--- config.mk ---
export PLATFORM = sky130hd
export DESIGN_NAME = color_led_driver
export DESIGN_NICKNAME = d
export VERILOG_FILES = /design/src/rtl/color_led_driver.sv
export SDC_FILE = /design/constraint.sdc
export NUM_CORES = 1
export LEC_CHECK = 0
export ABC_CLOCK_PERIOD_IN_PS = 1520
export CAP_MARGIN = 20
export CORE_MARGIN = 3
export CORE_UTILIZATION = 40
export CTS_CLUSTER_DIAMETER = 30
export DETAILED_ROUTE_END_ITERATION = 8
export GPL_ROUTABILITY_DRIVEN = 0
export HOLD_SLACK_MARGIN = 0.06
export PLACE_DENSITY = 0.76
export SYNTH_ARGS = -nofsm -noshare
export SYNTH_HDL_FRONTEND = slang
export SYNTH_SLANG_ARGS = --single-unit
export TNS_END_PERCENT = 30
--- constraint.sdc ---
create_clock -name clk -period 1.52 [get_ports clk]
set_clock_uncertainty 0.1 [all_clocks]
set_input_delay 0.152 -clock clk [delete_from_list [all_inputs] [get_ports clk]]
set_output_delay 0.152 -clock clk [all_outputs]
set_load 0.02 [all_outputs]
--- src/rtl/color_led_driver.sv ---
// color_led_driver: RGB LED PWM driver fed by the 2-bit colour-state register.
// Colour codes: 00 = off, 01 = red, 10 = blue, 11 = green.
// A colour change ramps the old channel to dark, switches channel, then ramps up.
//
// Build option: define COLOR_FADE_EN to enable the fade FSM. Without it, colour
// changes take effect at once (level jumps to MAX or 0) and busy stays 0.
//
// Ports:
//   clk     in   1      system clock, rising edge
//   rst     in   1      asynchronous active-low reset
//   color   in   2      requested colour code
//   led_r   out  1      red PWM drive (registered)
//   led_g   out  1      green PWM drive (registered)
//   led_b   out  1      blue PWM drive (registered)
//   active  out  2      colour currently driven (00 = dark)
//   level   out  PWM_W  current brightness, 0..MAX
//   busy    out  1      high while a fade is in progress
module color_led_driver #(
  parameter int unsigned PWM_W     = 4,
  parameter int unsigned FADE_STEP = 4
) (
  input  logic             clk,
  input  logic             rst,
  input  logic [1:0]       color,
  output logic             led_r,
  output logic             led_g,
  output logic             led_b,
  output logic [1:0]       active,
  output logic [PWM_W-1:0] level,
  output logic             busy
);

  localparam logic [PWM_W-1:0] MAX   = {PWM_W{1'b1}};
  localparam logic [1:0]       C_OFF = 2'b00;
  localparam logic [1:0]       C_R   = 2'b01;
  localparam logic [1:0]       C_B   = 2'b10;
  localparam logic [1:0]       C_G   = 2'b11;

  // Reject step sizes that could never reach MAX or 0 sensibly.
  if (FADE_STEP < 1 || FADE_STEP > (1 << PWM_W) - 1) begin : g_step_chk
    $error("color_led_driver: FADE_STEP out of range");
  end

  logic [1:0]       color_q;
  logic [PWM_W-1:0] pwm_cnt;
  logic [1:0]       active_nxt;
  logic [PWM_W-1:0] level_nxt;
  logic             busy_nxt;

`ifdef COLOR_FADE_EN
  typedef enum logic [1:0] {HOLD, FADE_OUT, FADE_IN} state_t;

  localparam logic [PWM_W:0] STEP_W = (PWM_W+1)'(FADE_STEP);
  localparam logic [PWM_W:0] MAX_W  = {1'b0, MAX};

  state_t           state, state_nxt;
  logic             wrap;
  logic [PWM_W:0]   lvl_w;
  logic [PWM_W:0]   lvl_up_w;
  logic [PWM_W-1:0] level_dn;
  logic [PWM_W-1:0] level_up;

  assign wrap     = (pwm_cnt == MAX);
  assign lvl_w    = {1'b0, level};
  assign lvl_up_w = lvl_w + STEP_W;

  // Saturating ramp arithmetic in PWM_W+1 bits so it never wraps.
  always_comb begin
    level_dn = '0;
    level_up = MAX;
    if (lvl_w >= STEP_W) level_dn = PWM_W'(lvl_w - STEP_W);
    if (lvl_up_w <= MAX_W) level_up = PWM_W'(lvl_up_w);
  end

  // Fade FSM: next state, next active colour and next brightness.
  always_comb begin
    state_nxt  = state;
    active_nxt = active;
    level_nxt  = level;
    case (state)
      HOLD: begin
        if (color_q != active) state_nxt = FADE_OUT;
      end
      FADE_OUT: begin
        if (wrap) level_nxt = level_dn;
        // Channel may only switch while dark.
        if (level == '0) begin
          active_nxt = color_q;
          state_nxt  = (color_q == C_OFF) ? HOLD : FADE_IN;
        end else if (color_q == active) begin
          state_nxt = FADE_IN;
        end
      end
      FADE_IN: begin
        if (wrap) level_nxt = level_up;
        if (color_q != active)  state_nxt = FADE_OUT;
        else if (level == MAX)  state_nxt = HOLD;
      end
      default: state_nxt = HOLD;
    endcase
    busy_nxt = (state_nxt != HOLD);
  end
`else
  // Immediate switch: new colour and its full/zero level in one cycle.
  always_comb begin
    active_nxt = active;
    level_nxt  = level;
    busy_nxt   = 1'b0;
    if (color_q != active) begin
      active_nxt = color_q;
      level_nxt  = (color_q == C_OFF) ? '0 : MAX;
    end
  end
`endif

  // State, datapath and registered LED outputs.
  always_ff @(posedge clk or negedge rst) begin
    if (!rst) begin
`ifdef COLOR_FADE_EN
      state   <= HOLD;
`endif
      color_q <= C_OFF;
      pwm_cnt <= '0;
      active  <= C_OFF;
      level   <= '0;
      busy    <= 1'b0;
      led_r   <= 1'b0;
      led_g   <= 1'b0;
      led_b   <= 1'b0;
    end else begin
`ifdef COLOR_FADE_EN
      state   <= state_nxt;
`endif
      color_q <= color;
      pwm_cnt <= pwm_cnt + PWM_W'(1);
      active  <= active_nxt;
      level   <= level_nxt;
      busy    <= busy_nxt;
      led_r   <= (active == C_R) && (pwm_cnt < level);
      led_g   <= (active == C_G) && (pwm_cnt < level);
      led_b   <= (active == C_B) && (pwm_cnt < level);
    end
  end

endmodule

-- Yosys cells after proc, flatten, opt, wreduce, memory -nomap -nowiden
Index checks and enable logic that the tools add are counted.
- bits in registers: 15
- bits of input ports: 4
- add/sub/neg operators: 1
- order comparisons: 1
- equality and inequality tests: 4
- muxes and demuxes: 1
- reduce and logical (&&, ||, !) cells: 4
- operators by type and width (cell ; count):
    $add 4x1->4 const B ; 1
    $eq 2x2->1 const B ; 2
    $lt 4x4->1 ; 1
    $mux 4 ; 1
    $logic_and 1x1->1 ; 3
    $eq 2x1->1 const B ; 1
    $logic_not 2->1 ; 1
    $ne 2x2->1 ; 1

-- Logic depth before layout (Yosys ltp)
Gate-level depths: netlist (run 1).
- depth after elaboration: 2
- depth in mapped cells: 5

-- Worst setup path before layout (run 1)
OpenSTA, ideal clock, no wires.
- path type: register to register
- start: register level[2]
- end: register led_g
- setup time: 0.082 ns
- arrival: 1.436 ns
- required time: 1.338 ns
- path slack: -0.098 ns
- stages on the path, launching flop included: 6
- period minus slack after synthesis: 1.618 ns
- path through: dfrtp_1 inv_1 ha_1 a21oi_1 nand3_1 a31oi_1
- cells in the longest elaborated chain, start to end: 2
- RTL lines (item ; RTL line ; text):
    from (decl) ; 29 ; output logic [PWM_W-1:0] level,
    from (signal assigned) ; 137 ; level <= level_nxt;
    $lt 4x4->1 ; 140 ; led_g <= (active == C_G) && (pwm_cnt < level);
    $logic_and 1x1->1 ; 140 ;
    to (signal assigned) ; 140 ;
    to (decl) ; 26 ; output logic led_g,
No other way between the ends.
A chain may end at the register's enable or synchronous reset.

-- Worst setup path after layout (run 1)
- start: register led_r
- end: output led_r
- RTL lines (item ; RTL line ; text):
    from (decl) ; 25 ; output logic led_r,
    from (signal assigned) ; 139 ; led_r <= (active == C_R) && (pwm_cnt < level);
No word-level cell between the ends.

==> results of run 1 <==
-- final cells by class --
class | instances | area (sq um)
well taps | 14 | 17.52
multi-input cells | 23 | 176.4
fillers | 121 | 500.5
flip-flops and latches | 12 | 301.5
inverters | 3 | 11.26
repair buffers | 14 | 127.6
clock buffers | 4 | 36.28
-- registers in the layout, indices dropped and copies added, names as in the netlist --
name	count
led_g	1
active	2
level	1
led_r	1
led_b	1
color_q	2
pwm_cnt	4
-- metrics by stage --
stage	total power, mW	cell area [sq um]
floorplan	0.4122	523.0
global placement	0.4571	638.1
detailed placement	0.4588	638.1
CTS	0.7006	666.9
global route	0.7271	670.6
finish	0.6912	670.6
-- worst paths after layout --
| check | slack [ns] | from | endpoint |
|---|---|---|---|
| worst max-delay path | 0.09 | led_r$_DFF_PN0_ | led_r |
| min in group clk | 0.21 | color[1] | color_q[1]$_DFF_PN0_ |
| worst max register to register | 0.10 | level[2]$_DFFE_PN0P_ | led_g$_DFF_PN0_ |
| max in group asynchronous | 0.83 | rst | level[2]$_DFFE_PN0P_ |
| worst min-delay path | 0.12 | rst | active[0]$_DFFE_PN0P_ |
| worst min register to register | 0.32 | color_q[1]$_DFF_PN0_ | active[1]$_DFFE_PN0P_ |
-- power by group through the flow --
stage / Sequential (mW) / Combinational [mW] / Clock (mW)
after floorplan: 0.361 / 0.0514 / 0
after global placement: 0.346 / 0.111 / 0
after detailed placement: 0.347 / 0.112 / 0
after CTS: 0.340 / 0.103 / 0.257
after global routing: 0.342 / 0.112 / 0.273
final: 0.341 / 0.103 / 0.248
-- layer usage --
layer,GRT usage [%],part of all wire [%]
met5,0,0
met1,10.03,40
met4,9.317,2.4
met3,4.721,9.9
met2,17.90,48
-- repair_timing --
action	4_1_cts	5_1_grt
resized for setup	6	1
buffers inserted	0	0
setup endpoints to repair	6	3
hold buffers	0	0
hold endpoints to repair	0	0
-- cell usage after synthesis --
cell type  number  share of area [%]
inv_1           3                2.2
nand3_1         3                2.9
ha_1            4                9.6
o21ai_0         2                1.9
dfrtp_1        12                 58
a21oi_1         1               0.96
clkbuf_1        2                1.4
nand2b_1        1                1.2
a32oi_1         1                1.7
conb_1          1               0.72
a21o_1          1                1.4
a31oi_1         3                3.6
buf_4           4                5.8
xnor2_1         1                1.7
nor2b_1         1                1.2
xor2_1          1                1.7
nand3b_1        2                2.9
o2bb2ai_1       1                1.7
-- cell families (layout without fill, tap and decap cells) --
group | Yosys count | count (layout) | synth area share [%]
adders and majority gates | 4 | 4 | 9.593
DFF | 12 | 12 | 57.55
other | 1 | 1 | 0.7187
xor gates and xnor gates | 2 | 2 | 3.358
AOI/OAI and AO/OA | 9 | 9 | 11.27
buffers and inverters | 9 | 21 | 9.353
and+or+nand+nor | 7 | 7 | 8.153
-- cell usage in the layout (no fill, tap or decap), drive strengths merged, types with 2 or more instances in the layout --
| cell type | count |
|---|---|
| dfrtp | 12 |
| clkdlybuf4s50 | 6 |
| dlygate4sd2 | 6 |
| ha | 4 |
| clkbuf | 4 |
| inv | 3 |
| a31oi | 3 |
| nand3 | 3 |
| nand3b | 2 |
| o21ai | 2 |
| buf | 2 |
==> results.json, run 1 <==
{
  "numCtsBuffers": 3,
  "fin_crit_ns": 1.431,
  "hold_ws_ns": 0.1184,
  "critical_path.max_fanout": 1,
  "dr.pass1.iters": 4,
  "drt-vias-per-instance": 5.114,
  "powerDensity_mw_per_mm2": 1031,
  "max_slew_margin_pct": 65.58,
  "design.die.area_sq_mm": 0.001774,
  "rows": 12,
  "crit_chain": "clkdlybuf4s50_1",
  "switchingPower_mw": 0.1688,
  "drive_gt1_share_pct": 14.29,
  "antenna_found_initial": 0,
  "clock-sinks": 12,
  "yosysSeqAreaShare_pct": 57.55,
  "track_usage_pct": 10.83,
  "end_kind": "output port",
  "synth_fp_nets": 52,
  "place_ws_ns": 0.04443,
  "maxCapViolCount": 0,
  "tightestPinTransition_ns": 0.5146,
  "setup_ws_ns": 0.08853,
  "cts_buffer_depth": 2,
  "stdcell_count": 70,
  "areaGrowthSynthToFinish_pct": 28.54,
  "placedCellCount": 66,
  "finalNetCount": 65,
  "power_frac_clock_pct": 35.8,
  "ir_drop_mv": 0.5031,
  "grt-ovfl-total": 0,
  "cp.arrival_ns": 1.18,
  "hold_class": "in2async",
  "antenna_cells": 0,
  "io_buffer_count": 12,
  "clock_latency_ns": 0.27,
  "status": "finished clean",
  "cts_tree": "done",
  "core-area_sq_mm": 0.001171,
  "drt_iter0_markers": 4,
  "synth-seq-cells": 12,
  "start_util_pct": 44.55,
  "yosysUniqueCellTypes": 18,
  "setup_tns_ns": 0,
  "crit_family": "buffers and inverters",
  "p_leak_nw": 0.3344,
  "crit_cells": 1,
  "pwr-share-comb_pct": 14.9,
  "wire_per_inst_um": 11.39,
  "drt-total-wl_um": 797,
  "syn_inst": 44,
  "cts-root-buf": "clkbuf_4",
  "maxSlewViolCount": 0,
  "vias": 358,
  "max_freq_ghz": 0.6986,
  "grt_pass1_vias": 312,
  "period_share_pct": 94.18,
  "start_kind": "flop",
  "final_hold_viol_count": 0,
  "switching_share_pct": 24.42,
  "cp.required_ns": 1.27,
  "seq_power_share_pct": 49.3,
  "dp_hpwl_um": 579.7,
  "crit_type": "reg2out",
  "fin_util_pct": 57.27,
  "rsz0062_at_grt": "false",
  "grt_pass1_wl_um": 1345,
  "worstRegToRegCells": 5,
  "cp.buffers_inverters": 1,
  "dieWidth_um": 42.12,
  "drcViolationCount": 0,
  "ant_nets": 0,
  "netlist_area_sq_um": 521.8,
  "clkSlewWorstSetupHoldPaths_ns": 0.07,
  "cp_slowest_stage_delay_ns": 0.59,
  "die_y_um": 42.12,
  "synth_warnings": 0,
  "io_pins": 14,
  "power.internal_mw": 0.5224,
  "grt_start_max_net_pins": 13,
  "slowest_stage": "clkdlybuf4s50_1",
  "synth_area_per_cell_sq_um": 11.86,
  "finalSetupViolations": 0,
  "htreeDepth": 1
}
Note: power is estimated with default switching activity, not from simulation.
==> run 2, diff against run 1 <==
--- a/config.mk
+++ b/config.mk
@@ -14,6 +14,7 @@
 export GPL_ROUTABILITY_DRIVEN = 0
 export HOLD_SLACK_MARGIN = 0.06
 export PLACE_DENSITY = 0.76
+export SKIP_LAST_GASP = 1
 export SYNTH_ARGS = -nofsm -noshare
 export SYNTH_HDL_FRONTEND = slang
 export SYNTH_SLANG_ARGS = --single-unit
==> run 2 against run 1 <==
Against the previous run: the run now ends with setup timing left; utilization is 0.64 points higher; final cell count stayed put; non-clock buffer count stayed put; global-route usage is 0.090 points lower; combinational power is 6% higher; largest cell class unchanged; clock power hardly changed; power is 0.80% higher; final area is 1.1% higher; critical path type unchanged; wire length is 0.50% lower; worst hold slack hardly changed.
==> results.json, run 2 (synthesized netlist as in run 1, its figures left out) <==
{
  "worstRegToRegCells": 5,
  "num-fill-cells": 120,
  "end_kind": "output port",
  "vias": 357,
  "cp.required_ns": 1.27,
  "areaGrowthSynthToFinish_pct": 29.98,
  "fin_util_pct": 57.91,
  "groute.layer.met2.usage_pct": 17.90,
  "max_freq_ghz": 0.6210,
  "cts-root-buf": "clkbuf_4",
  "finalSetupViolations": 3,
  "grt-ovfl-total": 0,
  "p_total_mw": 0.6967,
  "multi_input_comb_area_sq_um": 172.7,
  "status": "complete, but fails checks",
  "ant_nets": 0,
  "tightestPinTransition_ns": 0.5147,
  "hold_class": "in2async",
  "cts_hold_buf": 0,
  "drt_iter0_markers": 4,
  "dp_hpwl_um": 579.7,
  "stdcell_count": 70,
  "violations": "setup timing",
  "dr.pass1.iters": 2,
  "rows": 12,
  "io_buffer_count": 12,
  "clock-sinks": 12,
  "p_leak_nw": 0.3455,
  "die_y_um": 42.12,
  "antenna_found_initial": 0,
  "grt_pass1_wl_um": 1331,
  "design.die.area_sq_mm": 0.001774,
  "powerDensity_mw_per_mm2": 1027,
  "critical_path.max_fanout": 7,
  "use_met1_pct": 10.03,
  "clkSlewWorstSetupHoldPaths_ns": 0.07,
  "hold_ws_ns": 0.1187,
  "clock_latency_ns": 0.27,
  "start_kind": "flop",
  "cts_tree": "done",
  "largest_register_ffs": 4,
  "drt-total-wl_um": 793,
  "numCtsBuffers": 3,
  "layout_common_cells": "11 x dfrtp_1, 9 x clkdlybuf4s50_1, 4 x ha_1",
  "grt_pass1_vias": 309,
  "io_pins": 14,
  "maxSlewViolCount": 0,
  "rsz0062_at_grt": "true",
  "drt-vias-per-instance": 5.100,
  "drcViolationCount": 0,
  "ir_drop_mv": 0.5067,
  "drive_gt1_share_pct": 12.50,
  "layout_commonest_cell": "dfrtp_1",
  "max_slew_margin_pct": 65.58,
  "antenna_cells": 0,
  "setup_ws_ns": -0.09035,
  "dieWidth_um": 42.12,
  "period_share_pct": 105.9,
  "regArea_sq_um": 301.5,
  "htreeDepth": 1,
  "wire_per_inst_um": 11.33,
  "fin_crit_ns": 1.610,
  "stdcell_area_sq_um": 678.2,
  "top_regs": "pwm_cnt (4), active (2), color_q (2)",
  "placedCellCount": 66,
  "grt_start_max_net_pins": 13,
  "cts_buffer_depth": 2,
  "track_usage_pct": 10.74,
  "core-area_sq_mm": 0.001171,
  "regMostFlops": "pwm_cnt",
  "busiest_layer": "met2",
  "maxCapViolCount": 0,
  "crit_type": "reg2out",
  "finalNetCount": 65,
  "final_hold_viol_count": 0,
  "dpl-instance-area_sq_um": 638.1,
  "place_ws_ns": 0.04443,
  "met3_usage_pct": 4.292,
  "cp.arrival_ns": 1.36,
  "setup_tns_ns": -0.2696,
  "start_util_pct": 44.55,
  "cts_setup_buffers": 0
}
-- run 2: cell types whose count changed in the layout (fill, tap and decap cells not counted) --
cell / change
dlygate4sd2_1: -5
clkdlybuf4s50_1: +3
dlymetal6s2s_1: +2
a21oi_1: +1
a21oi_2: -1
-- run 2: final timing paths --
| kind | startpoint | slack, ns | endpoint |
|---|---|---|---|
| max in group asynchronous | rst | 0.83 | level[2]$_DFFE_PN0P_ |
| worst min register to register | color_q[1]$_DFF_PN0_ | 0.32 | active[1]$_DFFE_PN0P_ |
| worst max register to register | level[2]$_DFFE_PN0P_ | 0.05 | led_g$_DFF_PN0_ |
| worst max-delay path | level[2]$_DFFE_PN0P_ | -0.09 | level[2] |
| worst min-delay path | rst | 0.12 | active[0]$_DFFE_PN0P_ |
| min in group clk | color[1] | 0.21 | color_q[1]$_DFF_PN0_ |
-- run 2: what timing repair did --
| item | in CTS | in global routing |
|---|---|---|
| cloned | 0 | 0 |
| gates resized for setup | 1 | 2 |
| endpoints found under the setup margin | 6 | 8 |
-- run 2: worst max-delay path, cell delays in order, from the launching register on --
cell             delay, ns
dfrtp_2               0.35
buf_4                 0.13
clkdlybuf4s50_1       0.60
-- run 2: routing by layer --
layer | routed length (um) | share of wire [%]
met1 | 317 | 40
met2 | 379 | 48
met3 | 77 | 9.7
met4 | 19 | 2.4
met5 | 0 | 0
-- run 2: cell type report --
class	count	area share (%)
sequential	12	44.46
inverter	3	1.661
tap	14	2.583
multi-input combinational	23	25.46
clock buffer	4	5.351
timing repair buffer	14	20.48
-- run 2: power breakdown --
group	switching (mW)	total [mW]	internal (mW)	leakage [nW]
sequential	0.00911	0.341	0.332	0.147
combinational	0.0572	0.109	0.0517	0.178
clock	0.102	0.247	0.146	0.0210
total	0.168	0.697	0.529	0.346
